## src/rtl/fifo_rd_adapter.sv

```systemverilog
// -----------------------------------------------------------------------------
// fifo_rd_adapter
//
// Purpose:
//   Turns a fixed-latency synchronous FIFO read port into a valid/ready
//   stream. A pop issued at one edge returns its data on fifo_out, and that
//   data is captured into a 2-entry skid buffer at the next edge. Reads are
//   throttled so that buffered beats plus the one beat in flight never exceed
//   two. This gives one beat per cycle when the stream is never stalled, and
//   no beat is lost when the stream stalls.
//
// Handshake:
//   The downstream side is a valid/ready stream. A transfer (pop) happens on
//   a rising edge where m_valid=1 and m_ready=1. Once m_valid rises, it and
//   m_data hold steady until that transfer. m_valid never depends on m_ready.
//
// Ports:
//   clk         in   single clock, rising edge
//   reset_n     in   asynchronous active-low reset
//   en          in   1 = new FIFO reads may be issued
//   fifo_empty  in   upstream FIFO empty flag
//   fifo_out    in   upstream FIFO read data (valid one edge after the pop)
//   fifo_rd_en  out  pop request to the upstream FIFO (combinational)
//   m_data      out  stream data, head of the skid buffer
//   m_valid     out  stream data valid
//   m_ready     in   downstream ready
//   beat_count  out  completed stream transfers, wraps at 2^CNT_W
//   m_parity    out  XOR of m_data bits (only with FIFO_RD_ADAPTER_PARITY_EN)
//
// Build option:
//   `define FIFO_RD_ADAPTER_PARITY_EN to add the m_parity output.
// -----------------------------------------------------------------------------
module fifo_rd_adapter #(
    parameter int WIDTH = 8,
    parameter int CNT_W = 16
) (
    input  logic             clk,
    input  logic             reset_n,
    input  logic             en,
    input  logic             fifo_empty,
    input  logic [WIDTH-1:0] fifo_out,
    output logic             fifo_rd_en,
    output logic [WIDTH-1:0] m_data,
    output logic             m_valid,
    input  logic             m_ready,
    output logic [CNT_W-1:0] beat_count
`ifdef FIFO_RD_ADAPTER_PARITY_EN
    ,
    output logic             m_parity
`endif
);

    // Skid buffer storage and in-order pointers
    logic [WIDTH-1:0] mem_q [2];
    logic [WIDTH-1:0] mem_d [2];
    logic             rd_ptr_q, rd_ptr_d;
    logic             wr_ptr_q, wr_ptr_d;
    logic [1:0]       count_q, count_d;
    logic             inflight_q, inflight_d;
    logic [CNT_W-1:0] beat_count_q, beat_count_d;

    logic             pop;
    logic [2:0]       occupancy;

    assign m_valid    = (count_q != 2'd0);
    assign m_data     = mem_q[rd_ptr_q];
    assign beat_count = beat_count_q;
    assign pop        = m_valid && m_ready;

    // Entries that will be held after this edge, before any new read is
    // counted. A pop requires count >= 1, so this never underflows. The
    // invariant count + inflight <= 2 keeps it within 0..2.
    assign occupancy = {1'b0, count_q} + {2'b00, inflight_q} - {2'b00, pop};

    // reset_n is in the gate so that no pop request can leak out while
    // reset is held low. This matters when en=1 and the FIFO is not empty.
    assign fifo_rd_en = reset_n && en && !fifo_empty && (occupancy < 3'd2);

`ifdef FIFO_RD_ADAPTER_PARITY_EN
    assign m_parity = ^m_data;
`endif

    always_comb begin
        mem_d        = mem_q;
        rd_ptr_d     = rd_ptr_q ^ pop;
        wr_ptr_d     = wr_ptr_q ^ inflight_q;
        count_d      = occupancy[1:0];
        inflight_d   = fifo_rd_en;
        beat_count_d = beat_count_q;
        // The returning read lands at the tail in the same edge as a head
        // pop. With count==1 the two slots differ, so both can happen at once.
        if (inflight_q) begin
            mem_d[wr_ptr_q] = fifo_out;
        end
        if (pop) begin
            beat_count_d = beat_count_q + CNT_W'(1);
        end
    end

    // Clearing the storage as well as the pointers keeps m_data at zero
    // while reset is held low.
    always_ff @(posedge clk or negedge reset_n) begin
        if (!reset_n) begin
            mem_q[0]     <= '0;
            mem_q[1]     <= '0;
            rd_ptr_q     <= 1'b0;
            wr_ptr_q     <= 1'b0;
            count_q      <= 2'd0;
            inflight_q   <= 1'b0;
            beat_count_q <= '0;
        end else begin
            mem_q        <= mem_d;
            rd_ptr_q     <= rd_ptr_d;
            wr_ptr_q     <= wr_ptr_d;
            count_q      <= count_d;
            inflight_q   <= inflight_d;
            beat_count_q <= beat_count_d;
        end
    end

endmodule

```

## config.mk

```make
export PLATFORM = sky130hd
export DESIGN_NAME = fifo_rd_adapter
export DESIGN_NICKNAME = d
export VERILOG_FILES = /design/src/rtl/fifo_rd_adapter.sv
export SDC_FILE = /design/constraint.sdc
export NUM_CORES = 1
export LEC_CHECK = 0
export BUFFER_PORTS_ARGS = -buffer_cell sky130_fd_sc_hd__buf_4
export CAP_MARGIN = 20
export CORE_MARGIN = 3
export CORE_UTILIZATION = 52
export CTS_CLUSTER_DIAMETER = 40
export CTS_CLUSTER_SIZE = 8
export DETAILED_ROUTE_END_ITERATION = 8
export PLACE_DENSITY = 0.88
export SYNTH_ARGS = -nofsm -noshare
export SYNTH_HDL_FRONTEND = slang
export SYNTH_SLANG_ARGS = --single-unit
```

## constraint.sdc

```tcl
create_clock -name clk -period 3.2 [get_ports clk]
set_input_delay 0.64 -clock clk [delete_from_list [all_inputs] [get_ports clk]]
set_output_delay 0.64 -clock clk [all_outputs]
set_load 0.05 [all_outputs]
```

==> impl_metrics.yaml, run 1 <==
clock_tree:
  clkTransAtPathRegs_ns: 0.11
  cts_buffer_depth: 2
  cts_max_level: 2
  worstSkewPairLatency_ns: 0.35
  numClockSinks: 37
  root_buffer: "clkbuf_4"
  cts_made_buffers: 5
  cts_tree: "built"
global_routing:
  grt_pass1_vias: 1225
  overflow: 0
  antenna_found_initial: 0
  grt_max_degree: 38
  grt_pass1_wl_microns: 5780
  grtUsageTotal: 0.193
timing:
  rsz0062_at_grt: "false"
  tns_ns: 0
  worst_pin_slew_ns: 0.454
  skew_ns: 0.0102
  timing.final.max_slew_violations: 0
  hold_violations: 0
  fmax_ghz: 0.324
  period_share: 0.965
  min_period_ns: 3.09
  finalSetupViolations: 0
  timing.slew.headroom: 0.697
layout:
  final_nets: 195
  instances_no_fill: 221
  fillers: 218
  diodes: 0
  areaGrowthSynthToFinish_pct: 28.4
  drive_above_1_share: 0.508
place:
  dpl.cell_count: 207
  numPortBuffers: 38
  gp_congestion: 0.764
  dp_hpwl_microns: 2410
floorplan:
  io_pins: 39
  die_h_microns: 62.9
  coreArea_sq_mm: 0.00308
  die-area_sq_mm: 0.00395
  die_w_microns: 62.9
  start_util: 0.546
  rows: 20
yosys:
  ys_types: 21
  synth.net_count: 145
  ys_warn_count: 0
  seq_area_frac_synth: 0.551
  ys_seq_elements: 37
  synthCells: 126
  syn-cell-area_sq_mm: 0.00168
  syn_area_per_cell_sq_um: 13.3
critical_path:
  required_ns: 2.56
  path_delay_family: "adder cells"
  crit_path_top_delay_cell: "fa_2"
  cp.arrival_ns: 2.45
  crit_path_end_kind: "output pin"
  max_stage_delay_ns: 0.45
  worstPathCellList: "o21ai_4 > inv_2 > ha_4 > inv_1 > ha_2 > fa_2 > nor4_4 > buf_6"
  cp_num_buf_inv: 3
  path_max_fanout: 2
  critPathKind: "flop to output pin"
  cp-start-kind: "flop"
power_and_ir_drop:
  power_frac_seq: 0.370
  ir_drop_uv: 951
  power_density_mw_per_mm2: 971
  p_sw_mw: 0.951
  p_int_mw: 1.15
  clkPwrFrac: 0.112
  power_frac_comb: 0.518
  p_sw_frac: 0.453
  power_leakage_nw: 1.07
routing:
  drt_iter0_drc: 32
  vias_per_cell: 5.15
  first_pass_iters: 4
  num_vias: 1139
  postRouteWirelength_microns: 3450
  route.antenna.remaining_nets: 0
  drc_errors: 0
  post_drt_wl_per_cell_microns: 15.6
job:
  cap_violations: 0
min_path:
  hp-class: "input pin to asynchronous set/reset pin"
run_status:
  status: "complete, no violations"
-- cell usage after synthesis (all sizes together) --
cell | n | area [sq um]
clkbuf | 3 | 11.3
nand2 | 6 | 22.5
and3 | 1 | 6.26
ha | 5 | 62.6
nor2 | 3 | 11.3
nand4 | 4 | 40.0
xnor2 | 12 | 105
or2 | 2 | 15.0
nor4 | 4 | 52.6
fa | 1 | 20.0
dfrtp | 37 | 926
xor2 | 5 | 43.8
mux2 | 24 | 270
nand3 | 8 | 40.0
nor3 | 1 | 5.00
inv | 9 | 33.8
o21ai | 1 | 16.3
-- layout by cell type (no fill, tap or decap) --
cell type and count:
nor3_1 1, nor4_2 2, xnor2_1 12, clkbuf_1 1, nand3_1 8, or2_2 1, clkbuf_4 5, fa_2 1
xor2_1 5, ha_1 3, nor2_1 3, buf_4 45, nor4_4 2, o21ai_4 1, ha_4 1, nand4_4 1
dfrtp_1 36, clkinv_2 2, or2_4 1, and3_1 1, nand2_1 6, ha_2 1, inv_2 1, dfrtp_2 1
mux2_2 24, buf_6 1, nand4_1 3, inv_1 8
-- per-layer routing --
layer  part of all wire  wire, microns  GRT usage
met5                  0              0          0
met1               0.41           1420      0.226
met4              0.022             76     0.0826
met2               0.51           1760      0.320
met3              0.057            196     0.0665
-- worst paths after layout --
kind	startpoint	to	slack, ns	cells past startpoint
hold reg to reg	beat_count[15]	beat_count[15]	0.49	1
setup / recovery	count_q[0]	fifo_rd_en	0.11	8
max in group asynchronous	reset_n	count_q[1]	2.53	2
setup reg to reg	count_q[0]	inflight_q	1.09	8
hold / removal	reset_n	beat_count[0]	0.33	2
min in group clk	beat_count[15]	beat_count[15]	0.49	1
-- area by class of cell --
cell class / count / area [sq um] / share of cell area
Tap cell: 44 / 55.1 / 0.0255
Clock buffer: 6 / 41.3 / 0.0191
Clock inverter: 2 / 10.0 / 0.00463
Inverter: 9 / 33.8 / 0.0156
Sequential cell: 37 / 927 / 0.429
Multi-Input combinational cell: 77 / 743 / 0.344
Timing Repair Buffer: 46 / 349 / 0.162
-- stage by stage --
stage | util | setup WS (ns) | hold WS [ns] | power (mW) | area, sq um
4_1_cts | 0.693 | 0.0104 | 0.330 | 2.09 | 2130
5_1_grt | 0.702 | 0.0113 | 0.332 | 2.22 | 2160
3_5_place_dp | 0.663 | 0.0878 | 0.473 | 1.79 | 2040
3_3_place_gp | 0.663 | 0.185 | 0.463 | 1.74 | 2040
6_report | 0.702 | 0.112 | 0.331 | 2.10 | 2160
2_1_floorplan | - | 0.0464 | 0.344 | 1.49 | 1700
-- registers in the layout, summed over array words and instances (netlist names) --
signal      flops
mem_q          16
rd_ptr_q        1
wr_ptr_q        1
count_q         2
beat_count     16
inflight_q      1
-- power by group through the flow --
| stage | Clock (mW) | Combinational, mW | Sequential [mW] |
|---|---|---|---|
| floorplan | 0 | 0.625 | 0.867 |
| finish | 0.235 | 1.09 | 0.777 |
| CTS | 0.244 | 1.07 | 0.776 |
| detailed placement | 0 | 1.01 | 0.786 |
| global placement | 0 | 0.968 | 0.769 |
| global route | 0.265 | 1.15 | 0.801 |
-- repair_timing --
action                     CTS  global route
setup buffers                4             2
pin swaps                    3             4
setup endpoints to repair    1             1
hold buffers                 0             0
gates resized for setup      5             1
-- cell families after synthesis --
kind of cell | share of synthesized area
and+or+nand+nor | 0.115
xor gates and xnor gates | 0.0885
muxes | 0.161
DFF | 0.551
adders and majority gates | 0.0491
buffers and inverters | 0.0268
AOI/OAI and AO/OA | 0.00968
(Power assumes the default switching activity.)
==> run 2: changes to the inputs <==
Settings changed: CORE_UTILIZATION 52 to 47, PLACE_DENSITY 0.88 to 0.85.
Clock period 3.2 ns to 2.6 ns, I/O delays scaled along.
==> run 2 against run 1 <==
The flow now finishes with violations (negative setup slack). Via count is 6.2% lower. Power grew 25%. Sequential power grew 21%. Register-to-register slack worse by 0.48 ns. Worst setup slack worse by 0.46 ns. Routed wire length fell by 13%. Global-route usage down 3.6 points. Final cell count decreased by 0.45%. Clock skew increased by 0.0013 ns. First-iteration DRC count shrank 31%. Sequential share of layout area shrank 0.48 points. Utilization shrank 5.8 points. Critical path type unchanged. Largest power group unchanged.
==> impl_metrics.yaml, run 2 (synthesized netlist as in run 1, its figures left out) <==
run_status:
  violations: "negative setup slack"
  status: "complete, but fails checks"
routing:
  drc_errors: 0
  postRouteWirelength_microns: 3020
  first_pass_iters: 4
  num_vias: 1068
  post_drt_wl_per_cell_microns: 13.7
  drt_iter0_drc: 22
  route.antenna.remaining_nets: 0
  vias_per_cell: 4.85
clock_tree:
  cts_buffer_depth: 2
  root_buffer: "clkbuf_4"
  clkTransAtPathRegs_ns: 0.12
  cts_tree: "built"
  numClockSinks: 37
  cts_max_level: 2
  worstSkewPairLatency_ns: 0.34
  cts_made_buffers: 5
place:
  dp_worst_setup_slack_ns: -0.204
  gp_congestion: 0.802
  dpl.cell_count: 212
  dp_hpwl_microns: 2300
  numPortBuffers: 38
global_routing:
  grt_pass1_vias: 1122
  grt_pass1_wl_microns: 5030
  grtUsageTotal: 0.157
  overflow: 0
  grt_max_degree: 38
  antenna_found_initial: 0
layout:
  seq_area_sq_um: 926
  drive_above_1_share: 0.506
  final_cell_mix: "42 x buf_4, 37 x dfrtp_1, 24 x mux2_2"
  final_nets: 192
  multi_input_area_sq_um: 753
  areaGrowthSynthToFinish_pct: 29.7
  fillers: 282
  final_common_cell: "buf_4"
  diodes: 0
  instances_no_fill: 220
critical_path:
  cp-start-kind: "flop"
  cp.arrival_ns: 2.43
  required_ns: 2.08
  critPathKind: "flop to output pin"
  path_max_fanout: 2
  crit_path_end_kind: "output pin"
floorplan:
  coreArea_sq_mm: 0.00339
  io_pins: 39
  die_w_microns: 65.8
  rows: 21
  die_h_microns: 65.8
  die-area_sq_mm: 0.00433
  start_util: 0.496
timing:
  fmax_ghz: 0.339
  tns_ns: -0.347
  worst_pin_slew_ns: 0.438
  finalSetupViolations: 1
  min_period_ns: 2.95
  skew_ns: 0.0115
  timing.slew.headroom: 0.708
  layout_setup_ws_ns: -0.347
  timing.final.max_slew_violations: 0
  hold_violations: 0
  period_share: 1.13
  hold_ws_ns: 0.238
  rsz0062_at_grt: "true"
power_and_ir_drop:
  power_leakage_nw: 1.07
  power_density_mw_per_mm2: 1200
  ir_drop_uv: 706
job:
  cap_violations: 0
min_path:
  hp-class: "input pin to asynchronous set/reset pin"
-- run 2: through the flow --
| stage | instance area, sq um | power [mW] | utilization |
|---|---|---|---|
| global route | 2180 | 2.78 | 0.643 |
| detailed placement | 2090 | 2.25 | 0.617 |
| CTS | 2180 | 2.66 | 0.643 |
| floorplan | 1720 | 1.86 | - |
| finish | 2180 | 2.63 | 0.643 |
| global placement | 2090 | 2.19 | 0.617 |
-- run 2: worst max-delay path: stages, from the launching register on --
cell and delay, ns:
dfrtp_1 0.43, o21ai_4 0.18, inv_2 0.07, ha_4 0.27, inv_2 0.04, ha_4 0.14
fa_2 0.45, nor4_4 0.31, buf_6 0.20
-- run 2: path summary, 6_finish.rpt --
check	from	to	slack (ns)	cells after the start
hold reg to reg	beat_count[15]	beat_count[15]	0.48	1
hold / removal	reset_n	rd_ptr_q	0.24	2
setup reg to reg	count_q[0]	inflight_q	0.61	7
min in group clk	fifo_empty	inflight_q	0.35	2
max in group asynchronous	reset_n	count_q[0]	2.05	2
setup / recovery	count_q[0]	fifo_rd_en	-0.35	8
-- run 2: timing repair --
item                                    in CTS  in global routing
buffers inserted                             0                  0
hold buffers                                 0                  0
resized for setup                            2                  0
endpoints found under the setup margin       1                  1
pin swaps                                    2                  0
-- run 2: area by class of cell --
| class | instances | share of cell area |
|---|---|---|
| flip-flops and latches | 37 | 0.425 |
| multi-input cells | 77 | 0.345 |
| repair buffers | 43 | 0.150 |
| well taps | 46 | 0.0264 |
| clock inverters | 3 | 0.0212 |
| clock buffers | 5 | 0.0172 |
| inverters | 9 | 0.0155 |
-- run 2: routing by layer --
metal  wire (microns)  part of all wire  GRT usage  up-vias
met4               40             0.013     0.0699        0
met1             1280              0.42      0.188      516
met3              154             0.051     0.0493        5
li1                 -                 -          -      523
met2             1540              0.51      0.258       24
met5                0                 0          0        -
-- run 2: power by group --
part | internal, mW | switching [mW] | total [mW]
Clock | 0.204 | 0.192 | 0.396
Sequential | 0.761 | 0.181 | 0.943
Combinational | 0.517 | 0.770 | 1.29
Total | 1.48 | 1.14 | 2.63
